### src/rtl/rally_ctrl_pkg.sv
// Shared definitions for the rally controller: FSM state encoding, player ids,
// touch counter width and the win-condition helper.
package rally_ctrl_pkg;

  typedef enum logic [2:0] {
    ST_IDLE       = 3'd0,
    ST_SERVE_WAIT = 3'd1,
    ST_RALLY      = 3'd2,
    ST_POINT      = 3'd3,
    ST_GAME_OVER  = 3'd4
  } state_e;

  localparam logic PLAYER_1 = 1'b0;
  localparam logic PLAYER_2 = 1'b1;

  localparam int unsigned TOUCH_W = 2;

  // Scorer wins once it has reached the target score with the required lead.
  function automatic logic is_win(input int unsigned mine,
                                  input int unsigned other,
                                  input int unsigned win_score,
                                  input int unsigned margin);
    return (mine >= win_score) && (mine >= other + margin);
  endfunction

endpackage

### src/rtl/rally_ctrl_touch_counter.sv
// Touch counter for the rally controller.
// Rising-edge detects the two player collision levels, tracks which side
// touched last and how many consecutive touches that side has made, and flags
// a fault when a side touches once more than MAX_TOUCHES allows.
// Ports:
//   pclk, rst          clock, synchronous active-high reset
//   en                 count touches (rally in progress)
//   clr                clear the consecutive-touch count (new serve)
//   block              suppress touches this cycle (ground contact wins)
//   pl1_col, pl2_col   player collision levels
//   last_touch         side of the last counted touch (registered)
//   touch_cnt          consecutive touches by last_touch side (registered)
//   fault              one-cycle fault pulse (registered)
//   fault_c            fault condition in the current cycle, for the FSM
module rally_ctrl_touch_counter
  import rally_ctrl_pkg::*;
#(
  parameter int unsigned MAX_TOUCHES = 3
) (
  input  logic               pclk,
  input  logic               rst,
  input  logic               en,
  input  logic               clr,
  input  logic               block,
  input  logic               pl1_col,
  input  logic               pl2_col,
  output logic               last_touch,
  output logic [TOUCH_W-1:0] touch_cnt,
  output logic               fault,
  output logic               fault_c
);

  localparam logic [TOUCH_W-1:0] CNT_LIMIT = TOUCH_W'(MAX_TOUCHES);

  logic               pl1_q;
  logic               pl2_q;
  logic               pl1_edge;
  logic               pl2_edge;
  logic               touch_side;
  logic               last_touch_nxt;
  logic [TOUCH_W-1:0] touch_cnt_nxt;

  assign pl1_edge   = pl1_col & ~pl1_q;
  assign pl2_edge   = pl2_col & ~pl2_q;
  assign touch_side = pl2_edge;

  // Touch bookkeeping; simultaneous touches from both sides are a net block.
  always_comb begin
    last_touch_nxt = last_touch;
    touch_cnt_nxt  = touch_cnt;
    fault_c        = 1'b0;
    if (clr) begin
      touch_cnt_nxt = '0;
    end else if (en && !block && (pl1_edge ^ pl2_edge)) begin
      if (touch_side == last_touch) begin
        if (touch_cnt == CNT_LIMIT) begin
          fault_c = 1'b1;
        end else begin
          touch_cnt_nxt = touch_cnt + TOUCH_W'(1);
        end
      end else begin
        last_touch_nxt = touch_side;
        touch_cnt_nxt  = TOUCH_W'(1);
      end
    end
  end

  always_ff @(posedge pclk) begin
    if (rst) begin
      pl1_q      <= 1'b0;
      pl2_q      <= 1'b0;
      last_touch <= 1'b0;
      touch_cnt  <= '0;
      fault      <= 1'b0;
    end else begin
      pl1_q      <= pl1_col;
      pl2_q      <= pl2_col;
      last_touch <= last_touch_nxt;
      touch_cnt  <= touch_cnt_nxt;
      fault      <= fault_c;
    end
  end

endmodule

### src/rtl/rally_ctrl.sv
// Match controller for the volley game: rally FSM, serve delay, score
// registers, win comparator and serve hand-over.
// Build option: RALLY_CTRL_SIDE_OUT_EN selects side-out scoring (only the
// server scores, a receiver rally win hands over the serve). Without it,
// rally-point scoring is used (rally winner scores and takes the serve).
// Ports:
//   pclk, rst                 clock, synchronous active-high reset
//   start                     start/restart pulse (IDLE and GAME_OVER only)
//   gnd_col, ball_side        ground contact level and the half it happened in
//   pl1_col, pl2_col          player collision levels
//   score_pl1, score_pl2      scores
//   serve_req, serve_side     serve re-spawn pulse and serving side
//   last_touch, touch_cnt     touch tracking
//   fault                     touch-limit fault pulse
//   game_active, endgame      match running / match finished
//   winner                    winning side, valid while endgame
module rally_ctrl
  import rally_ctrl_pkg::*;
#(
  parameter int unsigned SCORE_W     = 4,
  parameter int unsigned WIN_SCORE   = 15,
  parameter int unsigned WIN_MARGIN  = 2,
  parameter int unsigned MAX_TOUCHES = 3,
  parameter int unsigned SERVE_DLY   = 65000000
) (
  input  logic               pclk,
  input  logic               rst,
  input  logic               start,
  input  logic               gnd_col,
  input  logic               ball_side,
  input  logic               pl1_col,
  input  logic               pl2_col,
  output logic [SCORE_W-1:0] score_pl1,
  output logic [SCORE_W-1:0] score_pl2,
  output logic               serve_req,
  output logic               serve_side,
  output logic               last_touch,
  output logic [TOUCH_W-1:0] touch_cnt,
  output logic               fault,
  output logic               game_active,
  output logic               endgame,
  output logic               winner
);

  localparam int unsigned        CNT_W     = $clog2(SERVE_DLY + 1);
  localparam logic [CNT_W-1:0]   DLY_LAST  = CNT_W'(SERVE_DLY - 1);
  localparam logic [SCORE_W-1:0] SCORE_MAX = '1;

  state_e             state;
  state_e             state_nxt;
  logic [CNT_W-1:0]   dly_cnt;
  logic [CNT_W-1:0]   dly_cnt_nxt;
  logic [SCORE_W-1:0] score_pl1_nxt;
  logic [SCORE_W-1:0] score_pl2_nxt;
  logic               serve_req_nxt;
  logic               serve_side_nxt;
  logic               game_active_nxt;
  logic               endgame_nxt;
  logic               winner_nxt;
  logic               point_to;
  logic               point_to_nxt;
  logic               gnd_q;
  logic               gnd_edge_c;
  logic               touch_clr_c;
  logic               fault_c;
  logic [SCORE_W-1:0] mine_c;
  logic [SCORE_W-1:0] other_c;
  logic [SCORE_W-1:0] mine_inc_c;
  logic               won_c;

  assign gnd_edge_c = gnd_col & ~gnd_q;

  rally_ctrl_touch_counter #(
    .MAX_TOUCHES (MAX_TOUCHES)
  ) u_touch (
    .pclk       (pclk),
    .rst        (rst),
    .en         (state == ST_RALLY),
    .clr        (touch_clr_c),
    .block      (gnd_edge_c),
    .pl1_col    (pl1_col),
    .pl2_col    (pl2_col),
    .last_touch (last_touch),
    .touch_cnt  (touch_cnt),
    .fault      (fault),
    .fault_c    (fault_c)
  );

  // Scorer-relative view of the scores; a saturated scorer wins outright.
  always_comb begin
    mine_c     = point_to ? score_pl2 : score_pl1;
    other_c    = point_to ? score_pl1 : score_pl2;
    mine_inc_c = mine_c + SCORE_W'(1);
    won_c      = (mine_c == SCORE_MAX) ||
                 is_win(32'(mine_inc_c), 32'(other_c), WIN_SCORE, WIN_MARGIN);
  end

  // Next-state and output logic.
  always_comb begin
    logic award;
    state_nxt      = state;
    dly_cnt_nxt    = dly_cnt;
    score_pl1_nxt  = score_pl1;
    score_pl2_nxt  = score_pl2;
    serve_req_nxt  = 1'b0;
    serve_side_nxt = serve_side;
    winner_nxt     = winner;
    point_to_nxt   = point_to;
    touch_clr_c    = 1'b0;
    award          = 1'b0;

    case (state)
      ST_IDLE: begin
        if (start) begin
          score_pl1_nxt  = '0;
          score_pl2_nxt  = '0;
          serve_side_nxt = PLAYER_1;
          winner_nxt     = 1'b0;
          dly_cnt_nxt    = '0;
          state_nxt      = ST_SERVE_WAIT;
        end
      end
      ST_SERVE_WAIT: begin
        if (dly_cnt == DLY_LAST) begin
          serve_req_nxt = 1'b1;
          touch_clr_c   = 1'b1;
          state_nxt     = ST_RALLY;
        end else begin
          dly_cnt_nxt = dly_cnt + CNT_W'(1);
        end
      end
      ST_RALLY: begin
        if (gnd_edge_c) begin
          point_to_nxt = ~ball_side;
          state_nxt    = ST_POINT;
        end else if (fault_c) begin
          // A fault is always a repeat touch, so last_touch is the faulting side.
          point_to_nxt = ~last_touch;
          state_nxt    = ST_POINT;
        end
      end
      ST_POINT: begin
        dly_cnt_nxt = '0;
        state_nxt   = ST_SERVE_WAIT;
`ifdef RALLY_CTRL_SIDE_OUT_EN
        if (point_to == serve_side) begin
          award = 1'b1;
        end else begin
          serve_side_nxt = ~serve_side;
        end
`else
        award          = 1'b1;
        serve_side_nxt = point_to;
`endif
        if (award) begin
          if (mine_c != SCORE_MAX) begin
            if (point_to) begin
              score_pl2_nxt = mine_inc_c;
            end else begin
              score_pl1_nxt = mine_inc_c;
            end
          end
          if (won_c) begin
            winner_nxt = point_to;
            state_nxt  = ST_GAME_OVER;
          end
        end
      end
      ST_GAME_OVER: begin
        if (start) begin
          score_pl1_nxt  = '0;
          score_pl2_nxt  = '0;
          serve_side_nxt = ~winner;
          winner_nxt     = 1'b0;
          dly_cnt_nxt    = '0;
          state_nxt      = ST_SERVE_WAIT;
        end
      end
      default: state_nxt = ST_IDLE;
    endcase

    game_active_nxt = (state_nxt == ST_SERVE_WAIT) || (state_nxt == ST_RALLY);
    endgame_nxt     = (state_nxt == ST_GAME_OVER);
  end

  always_ff @(posedge pclk) begin
    if (rst) begin
      state       <= ST_IDLE;
      dly_cnt     <= '0;
      score_pl1   <= '0;
      score_pl2   <= '0;
      serve_req   <= 1'b0;
      serve_side  <= 1'b0;
      game_active <= 1'b0;
      endgame     <= 1'b0;
      winner      <= 1'b0;
      point_to    <= 1'b0;
      gnd_q       <= 1'b0;
    end else begin
      state       <= state_nxt;
      dly_cnt     <= dly_cnt_nxt;
      score_pl1   <= score_pl1_nxt;
      score_pl2   <= score_pl2_nxt;
      serve_req   <= serve_req_nxt;
      serve_side  <= serve_side_nxt;
      game_active <= game_active_nxt;
      endgame     <= endgame_nxt;
      winner      <= winner_nxt;
      point_to    <= point_to_nxt;
      gnd_q       <= gnd_col;
    end
  end

endmodule

### config.mk
export PLATFORM = sky130hd
export DESIGN_NAME = rally_ctrl
export DESIGN_NICKNAME = d
export VERILOG_FILES = /design/src/rtl/rally_ctrl_pkg.sv /design/src/rtl/rally_ctrl_touch_counter.sv /design/src/rtl/rally_ctrl.sv
export SDC_FILE = /design/constraint.sdc
export NUM_CORES = 1
export LEC_CHECK = 0
export CAP_MARGIN = 20
export CORE_MARGIN = 1.5
export CORE_UTILIZATION = 51
export DETAILED_ROUTE_END_ITERATION = 7
export GPL_TIMING_DRIVEN = 0
export PLACE_DENSITY_LB_ADDON = 0.1
export SYNTH_ARGS = -nofsm -noshare
export SYNTH_HDL_FRONTEND = slang
export SYNTH_HIERARCHICAL = 1
export SYNTH_SLANG_ARGS = --single-unit
export TNS_END_PERCENT = 100
### constraint.sdc
create_clock -name pclk -period 2.6 [get_ports pclk]
set_input_delay 0.52 -clock pclk [delete_from_list [all_inputs] [get_ports pclk]]
set_output_delay 0.52 -clock pclk [all_outputs]
set_load 0.02 [all_outputs]
### Yosys cells after proc, flatten, opt, wreduce, memory -nomap -nowiden

Index checks and enable logic that the tools add are counted.

| cells by class | value |
|---|---|
| multiplexer cells | 33 |
| reductions and logical operators | 21 |
| magnitude comparators | 2 |
| eq/ne operators | 21 |
| bitwise operators | 12 |
| $add $sub $neg | 4 |

Operator list:

| cell | count |
|---|---|
| $pmux 26 s3 | 1 |
| $mux 26 | 2 |
| $mux 4 | 7 |
| $add 26x1->26 const B | 1 |
| $eq 26x26->1 const B | 1 |
| $ne 2x2->1 const B | 8 |
| $pmux 4 s2 | 2 |
| $mux 3 | 5 |
| $pmux 3 s4 | 1 |
| $reduce_and 3->1 | 4 |
| $mux 1 | 11 |
| $eq 3x2->1 const B | 3 |
| $not 1->1 | 8 |
| $reduce_and 4->1 | 2 |
| $eq 3x1->1 const B | 2 |
| $eq 3x3->1 const B | 2 |
| $reduce_bool 3->1 | 2 |
| $add 4x2->5 const B | 1 |
| $ge 4x5->1 | 1 |
| $add 4x1->4 const B | 1 |
| $eq 4x4->1 const B | 1 |
| $ge 4x4->1 const B | 1 |
| $mux 2 | 2 |
| $ne 4x4->1 const B | 1 |
| 15 further kinds | 23 |

| word-level totals | value |
|---|---|
| logic and storage cells | 109 |
| bits in registers | 50 |
| output and inout port bits | 17 |
| input bits | 7 |

### Depth between registers and ports, before layout

| logic depth | value |
|---|---|
| depth after elaboration | 12 |
| mapped depth | 11 |
| gate-level depth less buffers | 10 |

### Cells and area by module

The synthesis kept the hierarchy.

Modules (own cells, without submodules):

| module | cells each | times used | area each (sq um) | sequential area each (sq um) |
|---|---|---|---|---|
| rally_ctrl | 275 | 1 | 2297.2 | 880.8 |
| rally_ctrl_touch_counter | 32 | 1 | 320.3 | 120.1 |

### Least setup slack after synthesis

No wires, ideal clock.

| timing | value |
|---|---|
| path kind | flip-flop to flip-flop |
| from | reg point_to |
| to | reg winner |
| setup time | 0.070 ns |
| path slack | -0.252 ns |
| path buffers | 2 |
| period minus slack after synthesis | 2.852 ns |
| stages on the path, launching flop included | 12 |
| data required time | 2.530 ns |
| arrival | 2.781 ns |
| cell sequence | dfxtp_1 > buf_6 > buf_2 > mux2_2 > ha_1 > xor2_1 > ha_1 > o2111ai_1 > or3_1 > o211a_1 > or4b_1 > a21oi_1 |

| on the way | value |
|---|---|
| longest elaborated chain between the ends | 7 |
| elaborated cells between the ends (all ways) | 13 |
| those cells by class | add/sub: 2; order compare: 2; eq/ne: 2; mux: 4; reduce/logical: 3 |

RTL lines:

| element | line | text |
|---|---|---|
| start, declared | rally_ctrl.sv:60 | `logic point_to;` |
| start signal, assigned | rally_ctrl.sv:209 | `point_to <= point_to_nxt;` |
| $mux 4 (on tied branches) | rally_ctrl.sv:91, rally_ctrl.sv:92 |  |
| $add 4x1->4 or $add 4x2->5 (tied branches) | rally_ctrl.sv:93, rally_ctrl_pkg.sv:23 |  |
| $ge 4x5->1 or $ge 4x4->1 (tied branches) | rally_ctrl_pkg.sv:23 | `return (mine >= win_score) && (mine >= other + margin);` |
| $logic_and 1x1->1 | rally_ctrl_pkg.sv:23 |  |
| $logic_or 1x1->1 | rally_ctrl.sv:94 | `won_c = (mine_c == SCORE_MAX) \|\|` |
| $ne 2x2->1 (no source line) | -- |  |
| $reduce_and 3->1 (no source line) | -- |  |
| end signal, assigned | rally_ctrl.sv:208 | `winner <= winner_nxt;` |
| end, declared | rally_ctrl.sv:42 | `output logic winner` |

Parallel ways exist; a longest one is shown, timed or not. The select of a mux whose other input is x is not followed.
A chain may end at the register's enable or synchronous reset.

### Final worst setup path

Same ends and word-level chain as after synthesis.

==> results <==
==> path summary, 6_finish.rpt <==
check,start,endpoint,slack [ns],cells after the start
setup / recovery,point_to$_SDFFE_PP0P_,winner$_SDFFE_PP0P_,-0.27,11
hold / removal,u_touch/touch_cnt[1]$_SDFFE_PP0P_,u_touch/touch_cnt[1]$_SDFFE_PP0P_,0.50,2
setup reg to reg,point_to$_SDFFE_PP0P_,winner$_SDFFE_PP0P_,-0.27,11
hold reg to reg,u_touch/touch_cnt[1]$_SDFFE_PP0P_,u_touch/touch_cnt[1]$_SDFFE_PP0P_,0.50,2
==> stage by stage <==
stage                     setup TNS, ns  hold WS (ns)  worst slack [ns]  power, µW    util
after floorplan                 -0.1729        0.4760           -0.1729      858.3       -
after global placement           -1.540        0.4885           -0.3104      892.0  0.6059
after detailed placement         -1.776        0.4850           -0.3171      891.7  0.6059
after CTS                       -0.4674        0.5025           -0.2585       1564  0.6524
after global routing             -1.322        0.5091           -0.3710       1617  0.6766
final                           -0.4682        0.4978           -0.2674       1553  0.6766
==> cells in the mapped netlist, drive strengths merged, types with 3 or more instances <==
cell type and count:
a21oi 14, a31oi 5, and3 5, buf 3, clkbuf 9, dfxtp 50, ha 8, inv 7
mux2 4, mux2i 6, nand2 17, nand2b 6, nand3 13, nand4 12, nand4b 3, nor2 49
nor2b 10, nor3 8, nor3b 3, nor4 5, nor4b 3, o21ai 9, or3 6, xnor2 11
xor2 15
==> timing repair <==
item	CTS	global route
pin swaps	6	9
endpoints found under the hold margin	0	0
setup buffers	5	8
gates resized for setup	12	13
endpoints found under the setup margin	9	17
==> routing by layer <==
metal | track usage | vias up | part of all wire
met3 | 0.06158 | 13 | 0.043
met1 | 0.2730 | 1074 | 0.46
met5 | 0 | - | 0
li1 | - | 1180 | -
met4 | 0.08485 | 0 | 0.020
met2 | 0.3849 | 51 | 0.48
==> logic make-up (layout without fill, tap and decap cells) <==
group           Yosys count  after routing
mux                      10             10
xor+xnor                 26             26
simple gates            154            154
fa+ha+maj                 8              8
flops                    50             50
compound gates           40             40
buf+inv                  19             63
==> power by group through the flow <==
stage,logic (µW),registers (µW),clock network [µW]
CTS,99.4,778,686
global placement,96.2,796,0
finish,105,778,670
global route,115,780,723
detailed placement,95.9,796,0
floorplan,61.5,797,0
==> sequential cells by signal, summed over array words and instances (netlist names) <==
| signal | cells |
|---|---|
| dly_cnt | 26 |
| endgame | 1 |
| game_active | 1 |
| gnd_q | 1 |
| point_to | 1 |
| score_pl1 | 4 |
| score_pl2 | 4 |
| serve_req | 1 |
| serve_side | 1 |
| state | 3 |
| u_touch/fault | 1 |
| u_touch/last_touch | 1 |
| u_touch/pl1_q | 1 |
| u_touch/pl2_q | 1 |
| u_touch/touch_cnt | 2 |
| winner | 1 |
==> worst register-to-register path: cells and delay by family (launching register included) <==
family | cells | cell delay, ns
AO/OA/AOI/OAI | 3 | 0.47
flip-flops | 1 | 0.34
multiplexers | 1 | 0.32
adder cells (fa/ha/maj) | 2 | 0.45
AND/OR/NAND/NOR | 2 | 0.82
XOR/XNOR | 1 | 0.16
buffers and inverters | 2 | 0.25
==> area by class of cell <==
class	count	area (µm²)
Clock buffer	6	82.58
Timing Repair Buffer	36	335.3
Tap cell	67	83.83
Buffer	12	75.07
Sequential cell	50	1002
Clock inverter	2	60.06
Fill cell	405	1568
Inverter	7	26.28
Multi-Input combinational cell	238	1615
==> impl_metrics.tcl <==
set metrics [dict create \
    die_y_um 74.64 \
    synth_nets 322 \
    synth_top_area_frac 0.3824 \
    die-area_um2 5571 \
    maxSlewHeadroom 0.5428 \
    synthFlopType "dfxtp_1" \
    p_seq_frac 0.501 \
    ir_worst_vdd_mv 0.3541 \
    num_io_pins 24 \
    crit_path_frequent_cell "buf_8" \
    postSynthCellCount 307 \
    cts_buffer_depth 2 \
    gp_congestion 0.8871 \
    start_kind "flip-flop" \
    grt_max_degree 16 \
    vias 2318 \
    finalCritPeriodShare 1.103 \
    route.detailed.drc 0 \
    avgSynthCellArea_um2 8.526 \
    finalHoldViolations 0 \
    muxShareOfSynthArea 0.04015 \
    fin_area_um2 3281 \
    rsz0062_at_grt "true" \
    antenna_found_initial 0 \
    crit_chain "buf_8 -> buf_8 -> mux2_4 -> ha_4 -> xor2_1 -> ha_1 -> o2111ai_1 -> or3_1 -> o211a_1 -> or4b_4 -> a21oi_2" \
    synth_edf_count 0 \
    comb_power_share 0.068 \
    yosysWarnings 6 \
    finClkSkew_ns 0.007911 \
    synthAdderAreaFrac 0.03824 \
    drive_above_1_share 0.1311 \
    dp_hpwl_um 3912 \
    yosys.area.top_type "dfxtp_1" \
    synth_compound_area_frac 0.09704 \
    grt.overflow.total 0 \
    fin_cells 418 \
    crit_buf_inv 2 \
    p_sw_frac 0.2129 \
    initial_utilization 0.5399 \
    cp_top_family "simple AND/OR/NAND/NOR gates" \
    crit_arrival_ns 3.12 \
    setup_viol_count_final 3 \
    max_freq_mhz 348.8 \
    post_drt_wl_per_cell_um 14.16 \
    clock_latency_ns 0.31 \
    port_buffers 23 \
    critPathKind "reg -> reg" \
    rows 25 \
    die_w_um 74.64 \
    power.leakage_uw 0.001162 \
    cts.sinks 50 \
    fp.coreArea_um2 4848 \
    drt_first_pass_iters 4 \
    synth_area_um2 2618 \
    cts_root_buf "clkbuf_8" \
    cts_made_buffers 5 \
    yosys.area_share.simple 0.3203 \
    violations "negative setup slack" \
    cts-htree-levels 2 \
    n_antenna_cell 0 \
    slowest_delay_ns 0.48 \
    p_per_area_nw_per_um2 473.5 \
    final_common_cell "dfxtp_1" \
    endpoint_kind "flip-flop" \
    ys_ff_latch 50 \
    nets 365 \
    async_reset_ff_frac 0 \
    wl_um 5918 \
    grt_pass1_vias 2199 \
    synth_area_leaders "dfxtp_1 38%, nor2_1 7.0%, xor2_1 4.7%, ha_1 3.8%, xnor2_1 3.7%" \
    cts_tree "yes" \
    worstMarginPinSlew_ns 0.6843 \
    outcome "complete, but fails checks" \
    viasPerCell 5.545 \
    p_int_uw 1223 \
    track_usage 0.2258 \
    ys_types 51 \
    maxCapViolCount 0 \
    grt_pass1_wl_um 9680 \
    p_sw_uw 330.6 \
    initialDrtViolationCount 138 \
    final.min_clock_period_ns 2.867 \
    area_growth_pct 25.33 \
    ys_seq_area_frac 0.3824 \
    cp_slowest_cell "or4b_4" \
    drtAntennaViolNets 0 \
    pwr-share-clk 0.431 \
    fin_ws_ns -0.2674 \
    crit_path_max_fanout 6 \
    ctsHoldBuffers 0 \
    layout_common_cells "49 x dfxtp_1, 48 x nor2_1, 23 x clkdlybuf4s50_1, 17 x nand2_1, 14 x xor2_1" \
    hold_class "reg -> reg" \
    place_area_um2 2938 \
    synth_xor_area_frac 0.08987 \
    synth_top_family_by_area "simple AND/OR/NAND/NOR gates" \
    crit_required_ns 2.85 \
    final-max-slew-violation-count 0 \
    cts.clk_slew.worst_paths_ns 0.09 \
    dp.cells 397 \
]
Note: power is estimated with default switching activity, not from simulation.
